<file path="config.mk">
export PLATFORM = sky130hd
export DESIGN_NAME = mbist_march_gen
export DESIGN_NICKNAME = d
export VERILOG_FILES = /design/src/rtl/mbist_pkg.sv /design/src/rtl/mbist_addr_gen.sv /design/src/rtl/mbist_march_gen.sv
export SDC_FILE = /design/constraint.sdc
export NUM_CORES = 1
export LEC_CHECK = 0
export CELL_PAD_IN_SITES_DETAIL_PLACEMENT = 1
export CELL_PAD_IN_SITES_GLOBAL_PLACEMENT = 2
export CORE_MARGIN = 2
export CORE_UTILIZATION = 30
export CTS_CLUSTER_DIAMETER = 150
export DETAILED_ROUTE_END_ITERATION = 10
export MAX_ROUTING_LAYER = met4
export PLACE_DENSITY = 0.84
export SYNTH_ARGS = -nofsm -noshare
export SYNTH_HDL_FRONTEND = slang
export SYNTH_SLANG_ARGS = --single-unit
</file>
<file path="constraint.sdc">
create_clock -name b_clk -period 3.55 [get_ports b_clk]
set_input_delay 0.71 -clock b_clk [delete_from_list [all_inputs] [get_ports b_clk]]
set_output_delay 0.71 -clock b_clk [all_outputs]
set_load 0.03 [all_outputs]
</file>
<file path="src/rtl/mbist_pkg.sv">
// Shared types for the March C- BIST: FSM states, element table and data backgrounds.
package mbist_pkg;

  typedef enum logic [2:0] {S_IDLE, S_SETUP, S_RD, S_CMP, S_WR, S_DONE} state_e;

  typedef enum logic [2:0] {E0 = 3'd0, E1 = 3'd1, E2 = 3'd2, E3 = 3'd3, E4 = 3'd4, E5 = 3'd5} elem_e;

  typedef enum logic [1:0] {BG_SOLID = 2'd0, BG_CHECKER = 2'd1, BG_STRIPE = 2'd2} bg_e;

  typedef struct packed {
    logic down;
    logic rd_pol;
    logic wr_pol;
    logic has_rd;
    logic has_wr;
  } elem_cfg_t;

  // Polarity 1 means the inverted background (the "1" pattern).
  function automatic elem_cfg_t elem_cfg(input elem_e e);
    case (e)
      E0:      return elem_cfg_t'{1'b0, 1'b0, 1'b0, 1'b0, 1'b1};
      E1:      return elem_cfg_t'{1'b0, 1'b0, 1'b1, 1'b1, 1'b1};
      E2:      return elem_cfg_t'{1'b0, 1'b1, 1'b0, 1'b1, 1'b1};
      E3:      return elem_cfg_t'{1'b1, 1'b0, 1'b1, 1'b1, 1'b1};
      E4:      return elem_cfg_t'{1'b1, 1'b1, 1'b0, 1'b1, 1'b1};
      E5:      return elem_cfg_t'{1'b0, 1'b0, 1'b0, 1'b1, 1'b0};
      default: return elem_cfg_t'{1'b0, 1'b0, 1'b0, 1'b0, 1'b0};
    endcase
  endfunction

endpackage

</file>
<file path="src/rtl/mbist_addr_gen.sv">
// Loadable up/down address counter with terminal detect, plus the background pattern for the current address.
module mbist_addr_gen
  import mbist_pkg::*;
#(
  parameter int ADDR_WIDTH = 13,
  parameter int DATA_WIDTH = 8
) (
  input  logic                  clk_i,
  input  logic                  rst_ni,
  input  logic                  load_i,
  input  logic                  step_i,
  input  logic                  down_i,
  input  bg_e                   bg_i,
  output logic [ADDR_WIDTH-1:0] addr_o,
  output logic                  term_o,
  output logic [DATA_WIDTH-1:0] pat_o
);

  localparam logic [DATA_WIDTH-1:0] CHECKER = {(DATA_WIDTH/2){2'b01}};

  logic [ADDR_WIDTH-1:0] addr_q, addr_d;

  always_comb begin
    addr_d = addr_q;
    if (load_i)      addr_d = down_i ? '1 : '0;
    else if (step_i) addr_d = down_i ? addr_q - 1'b1 : addr_q + 1'b1;
  end

  always_ff @(posedge clk_i or negedge rst_ni) begin
    if (!rst_ni) addr_q <= '0;
    else         addr_q <= addr_d;
  end

  assign addr_o = addr_q;
  assign term_o = down_i ? (addr_q == '0) : (addr_q == '1);

  always_comb begin
    case (bg_i)
      BG_SOLID:   pat_o = '0;
      BG_CHECKER: pat_o = CHECKER;
      BG_STRIPE:  pat_o = CHECKER ^ {DATA_WIDTH{addr_q[0]}};
      default:    pat_o = '0;
    endcase
  end

endmodule

</file>
<file path="src/rtl/mbist_march_gen.sv">
// March C- BIST controller for a single-port synchronous SRAM with first-fail diagnostics
// and a test/functional control mux selected by b_te.
module mbist_march_gen
  import mbist_pkg::*;
#(
  parameter int ADDR_WIDTH   = 13,
  parameter int DATA_WIDTH   = 8,
  parameter int WE_WIDTH     = 1,
  parameter int NUM_BG       = 3,
  parameter int STOP_ON_FAIL = 0
) (
  input  logic                  b_clk,
  input  logic                  b_rst_n,
  input  logic                  b_te,
  input  logic                  b_start,
  input  logic [ADDR_WIDTH-1:0] addr_fun,
  input  logic [WE_WIDTH-1:0]   wen_fun,
  input  logic                  cen_fun,
  input  logic                  oen_fun,
  input  logic [DATA_WIDTH-1:0] data_fun,
  input  logic [DATA_WIDTH-1:0] ram_read_out,
  output logic [ADDR_WIDTH-1:0] addr_test,
  output logic [WE_WIDTH-1:0]   wen_test,
  output logic                  cen_test,
  output logic                  oen_test,
  output logic [DATA_WIDTH-1:0] data_test,
  output logic                  b_busy,
  output logic                  b_done,
  output logic                  b_fail,
  output logic [ADDR_WIDTH-1:0] fail_addr,
  output logic [2:0]            fail_elem,
  output logic [1:0]            fail_bg,
  output logic [DATA_WIDTH-1:0] fail_syn,
  output logic [7:0]            fail_cnt
);

  localparam logic [1:0] LAST_BG = 2'(NUM_BG - 1);

  state_e                state_q, state_d;
  elem_e                 elem_q, elem_d, fail_elem_q, fail_elem_d;
  bg_e                   bg_q, bg_d, fail_bg_q, fail_bg_d;
  logic                  fail_q, fail_d;
  logic [ADDR_WIDTH-1:0] fail_addr_q, fail_addr_d;
  logic [DATA_WIDTH-1:0] fail_syn_q, fail_syn_d;
  logic [7:0]            fail_cnt_q, fail_cnt_d;

  logic                  addr_load, addr_step, adv, term, miscmp;
  logic [ADDR_WIDTH-1:0] addr;
  logic [DATA_WIDTH-1:0] pat0, exp_rd, wr_pat;
  elem_cfg_t             cfg;

  assign cfg    = elem_cfg(elem_q);
  assign exp_rd = cfg.rd_pol ? ~pat0 : pat0;
  assign wr_pat = cfg.wr_pol ? ~pat0 : pat0;
  assign miscmp = b_te && (ram_read_out != exp_rd);

  mbist_addr_gen #(.ADDR_WIDTH(ADDR_WIDTH), .DATA_WIDTH(DATA_WIDTH)) u_addr (
    .clk_i  (b_clk),
    .rst_ni (b_rst_n),
    .load_i (addr_load),
    .step_i (addr_step),
    .down_i (cfg.down),
    .bg_i   (bg_q),
    .addr_o (addr),
    .term_o (term),
    .pat_o  (pat0)
  );

  always_comb begin
    state_d     = state_q;
    elem_d      = elem_q;
    bg_d        = bg_q;
    fail_d      = fail_q;
    fail_addr_d = fail_addr_q;
    fail_elem_d = fail_elem_q;
    fail_bg_d   = fail_bg_q;
    fail_syn_d  = fail_syn_q;
    fail_cnt_d  = fail_cnt_q;
    addr_load   = 1'b0;
    addr_step   = 1'b0;
    adv         = 1'b0;
    case (state_q)
      S_IDLE, S_DONE: begin
        if (b_te && b_start) begin
          fail_d      = 1'b0;
          fail_addr_d = '0;
          fail_elem_d = E0;
          fail_bg_d   = BG_SOLID;
          fail_syn_d  = '0;
          fail_cnt_d  = '0;
          bg_d        = BG_SOLID;
          elem_d      = E0;
          state_d     = S_SETUP;
        end
      end
      S_SETUP: begin
        addr_load = 1'b1;
        state_d   = cfg.has_rd ? S_RD : S_WR;
      end
      S_RD: state_d = S_CMP;
      S_CMP: begin
        if (miscmp) begin
          fail_d     = 1'b1;
          fail_cnt_d = (fail_cnt_q == 8'hFF) ? fail_cnt_q : fail_cnt_q + 8'd1;
          if (fail_cnt_q == 8'd0) begin
            fail_addr_d = addr;
            fail_elem_d = elem_q;
            fail_bg_d   = bg_q;
            fail_syn_d  = exp_rd ^ ram_read_out;
          end
        end
        if (miscmp && STOP_ON_FAIL != 0) state_d = S_DONE;
        else if (cfg.has_wr)              state_d = S_WR;
        else                              adv     = 1'b1;
      end
      S_WR:    adv     = 1'b1;
      default: state_d = S_IDLE;
    endcase

    // End of a per-address step: next address, next element, next background or finish.
    if (adv) begin
      if (!term) begin
        addr_step = 1'b1;
        state_d   = cfg.has_rd ? S_RD : S_WR;
      end else if (elem_q == E5) begin
        if (bg_q == LAST_BG) begin
          state_d = S_DONE;
        end else begin
          bg_d    = bg_e'(bg_q + 2'd1);
          elem_d  = E0;
          state_d = S_SETUP;
        end
      end else begin
        elem_d  = elem_e'(elem_q + 3'd1);
        state_d = S_SETUP;
      end
    end

    if (!b_te) begin
      state_d   = S_IDLE;
      addr_load = 1'b0;
      addr_step = 1'b0;
    end
  end

  always_ff @(posedge b_clk or negedge b_rst_n) begin
    if (!b_rst_n) begin
      state_q     <= S_IDLE;
      elem_q      <= E0;
      bg_q        <= BG_SOLID;
      fail_q      <= 1'b0;
      fail_addr_q <= '0;
      fail_elem_q <= E0;
      fail_bg_q   <= BG_SOLID;
      fail_syn_q  <= '0;
      fail_cnt_q  <= '0;
    end else begin
      state_q     <= state_d;
      elem_q      <= elem_d;
      bg_q        <= bg_d;
      fail_q      <= fail_d;
      fail_addr_q <= fail_addr_d;
      fail_elem_q <= fail_elem_d;
      fail_bg_q   <= fail_bg_d;
      fail_syn_q  <= fail_syn_d;
      fail_cnt_q  <= fail_cnt_d;
    end
  end

  assign addr_test = b_te ? addr : addr_fun;
  assign wen_test  = b_te ? {WE_WIDTH{state_q != S_WR}} : wen_fun;
  assign cen_test  = b_te ? 1'b0 : cen_fun;
  assign oen_test  = b_te ? 1'b0 : oen_fun;
  assign data_test = b_te ? wr_pat : data_fun;

  assign b_busy    = (state_q == S_SETUP) || (state_q == S_RD) || (state_q == S_CMP) || (state_q == S_WR);
  assign b_done    = (state_q == S_DONE);
  assign b_fail    = fail_q;
  assign fail_addr = fail_addr_q;
  assign fail_elem = fail_elem_q;
  assign fail_bg   = fail_bg_q;
  assign fail_syn  = fail_syn_q;
  assign fail_cnt  = fail_cnt_q;

endmodule

</file>
==> results by group <==
Status
  • Outcome: complete, no violations

Worst setup path
  • CP max FO: 19
  • Buf/Inv on CP: 2
  • Max stage delay cell, worst path: dfrtp_1
  • Reg2reg start: elem_q[2]$_DFF_PN0_
  • Critical path class: flip-flop to flip-flop
  • CP startpoint kind: flip-flop
  • Most frequent CP cell: ha_1
  • Critical path cell sequence: inv_1, ha_1, a21oi_1, inv_2, ha_1, nand2b_1, a211oi_1, o21ai_1, nor4b_1, nor4_1, a311oi_1
  • Kind of end point of the critical path: flip-flop
  • Worst EP required: 3.70 ns
  • Origin of the worst setup path: elem_q[2]$_DFF_PN0_
  • CP peak stage delay: 0.54 ns
  • Critical Path AT: 3.35 ns
  • CP delay by family, top: compound AO/OA/AOI/OAI gates
  • Reg-to-reg slack, setup: 0.36 ns

Floorplan
  • Die height: 123.1 microns
  • Die width: 123.1 microns
  • Initial Util: 30.66%
  • Rows: 43
  • Die area: 15150 sq um
  • Core area: 13880 sq um
  • IO Count: 97

Yosys
  • Syn avg cell area: 8.579 sq um
  • Post-synth EDFFs: 0
  • Synthesized Nets: 554
  • Ys flop type: dfrtp_1
  • Largest cells by area after synthesis: dfrtp_1, ha_1, nand2_1
  • FF+latch count, synth: 56
  • Cell Area, Synth: 4255 sq um
  • Ys Warns: 0
  • Seq/Total Area, Yosys: 32.93%
  • Synth async-reset ratio: 100.0%
  • Synth top area share: 32.93%
  • Mapped Cells: 496
  • Cell taking the most area after synthesis: dfrtp_1
  • Distinct cells, synth: 65

Global route
  • Number of global-route vias before repair: 4270
  • GR Overflow Total: 0
  • Overall routing resource usage: 19.43%
  • Pin count of the biggest net entering global routing: 57
  • First-pass GRT wire length: 22700 microns
  • Initial antenna violation count: 0

Detailed routing
  • Vias per cell: 5.534
  • DRT iter0 DRCs: 228
  • ANT nets after route: 0
  • Wirelength, routed: 14010 microns
  • Post-route DRC: 0
  • Vias: 4206
  • Pre-Repair DR Iteration Count: 4
  • Wire length per cell: 18.43 microns

STA
  • Slew Limit Fails: 0
  • Final Skew: 0.009422 ns
  • Setup violators final: 0
  • Setup TNS Final: 0 ns
  • Final-report hold violation count: 0
  • RSZ-0062 raised after global routing: no
  • Hold Worst Slack: 0.4951 ns
  • Fmax: 313.1 MHz
  • Final period utilization: 89.96%
  • Slew HR: 24.05%
  • Min Tclk post-route: 3.194 ns
  • Slew @ Worst Pin: 1.139 ns

Power
  • PD cells: 540.6 nW/um^2
  • PnR Total Power: 2979 uW
  • Max VDD drop: 0.1974 mV
  • Leak: 0.002217 uW

Clock network
  • Root Driver: clkbuf_16
  • Reg clk slew, reported paths: 0.08 ns
  • H-tree depth: 2
  • Worst-case clock buffer depth: 2
  • Worst-skew pair later-pin latency: 0.30 ns
  • CTS tree: built
  • Sink Count: 56
  • TritonCTS buffer count: 5
  • Hold_buf cts: 0

Cells and area
  • Sequential cell area: 1401 sq um
  • Area growth syn-to-layout: 29.49%
  • Multi-input logic area: 2561 sq um
  • Ant. Diodes: 0
  • Final nets: 637
  • Fillers: 1637
  • Layout cells sized above 1: 10.69%

Worst hold path
  • Worst hold start: b_fail$_DFFE_PN0P_
  • Worst hold path type: flip-flop to flip-flop

Placed design
  • Final estimated routing congestion in global placement: 0.8009
  • Detail Placement HPWL: 10370 microns
  • I/O Buffers: 96

Run
  • Max-cap check violation count: 0
[cell families after synthesis]
family,share of synthesized area (%)
and+or+nand+nor,17.41
AOI/OAI and AO/OA,25.49
buffers and inverters,6.968
DFF,32.93
xor gates and xnor gates,4.969
adders and majority gates,6.645
muxes,5.586
[path summary, 6_finish.rpt]
path | cells past startpoint | end
hold / removal | 2 | b_fail$_DFFE_PN0P_
setup reg to reg | 11 | u_addr.addr_o[10]$_DFFE_PN0P_
setup / recovery | 11 | u_addr.addr_o[10]$_DFFE_PN0P_
hold reg to reg | 2 | b_fail$_DFFE_PN0P_
min in group asynchronous | 2 | b_fail$_DFFE_PN0P_
max in group asynchronous | 2 | state_q[0]$_DFFE_PN0P_
[area by class of cell]
class / count / area share [%]
clock buffers: 6 / 2.339
clock inverters: 2 / 0.7039
inverters: 37 / 2.520
multi-input cells: 373 / 46.48
flip-flops and latches: 56 / 25.43
well taps: 180 / 4.087
repair buffers: 106 / 18.44
[metal layers]
metal	routed length, microns	vias to the layer above	global-route usage (%)
met3	511	9	2.445
met2	6923	98	33.15
met1	6447	2107	24.96
met5	0	-	-
li1	-	1992	-
met4	125	0	3.693
[through the flow]
stage               std cells  util, %  instance area, sq um  setup slack, ns
finish                    760    39.70                  5510           0.3563
global route              760    39.70                  5510          0.09050
CTS                       760    39.70                  5510           0.2473
detailed placement        752    38.49                  5343           0.2815
global placement          752    38.49                  5343           0.3858
floorplan                 496        -                  4255           0.5642
[state kept, by name (all words and copies together), names as in the netlist, 3 cells and up]
register and cells:
elem_q 3, fail_addr 13, fail_cnt 8, fail_elem 3, fail_syn 8, state_q 3
u_addr.addr_o 13
[worst reg2reg max path, delay by kind of cell, from the launching register on]
kind                     cells  cell delay [ns]
buffers and inverters        2             0.38
AO/OA/AOI/OAI                4             0.81
AND/OR/NAND/NOR              3             0.66
adder cells (fa/ha/maj)      2             0.66
flip-flops                   1             0.54
[cell usage in the layout, fill, tap and decap left out, types with 9 or more instances in the layout]
master	synthesis	routed
nand2_1	69	69
dfrtp_1	56	56
a21oi_1	24	23
o21ai_0	25	24
nor2_1	21	21
ha_1	21	21
mux2_2	15	15
buf_4	2	20
clkdlybuf4s50_1	0	84
o211ai_1	17	17
a31oi_1	18	18
o41ai_1	9	9
o311ai_1	14	14
xnor2_1	14	14
inv_1	36	36
nand3_1	12	12
[where the power goes]
group	internal, uW	switching (uW)
registers	764	243
clock network	337	243
logic	584	808
[synth_stat cells (6+ instances only)]
library cell / number
a21oi_1: 24
nand2b_1: 7
o211ai_1: 17
xnor2_1: 14
o41ai_1: 9
nand4_1: 6
a31oi_1: 18
dfrtp_1: 56
buf_2: 6
xor2_1: 7
o21ai_0: 25
ha_1: 21
nand2_1: 69
inv_1: 36
o311ai_1: 14
nand3_1: 12
clkbuf_1: 18
mux2_2: 15
a31o_2: 6
nor2_1: 21
nor2b_1: 7
nor3_1: 8
[repair_timing]
item                                    in CTS  in global routing
endpoints found under the setup margin       0                  2
setup buffers                                0                  0
resized for setup                            0                  1
(Power assumes the default switching activity.)
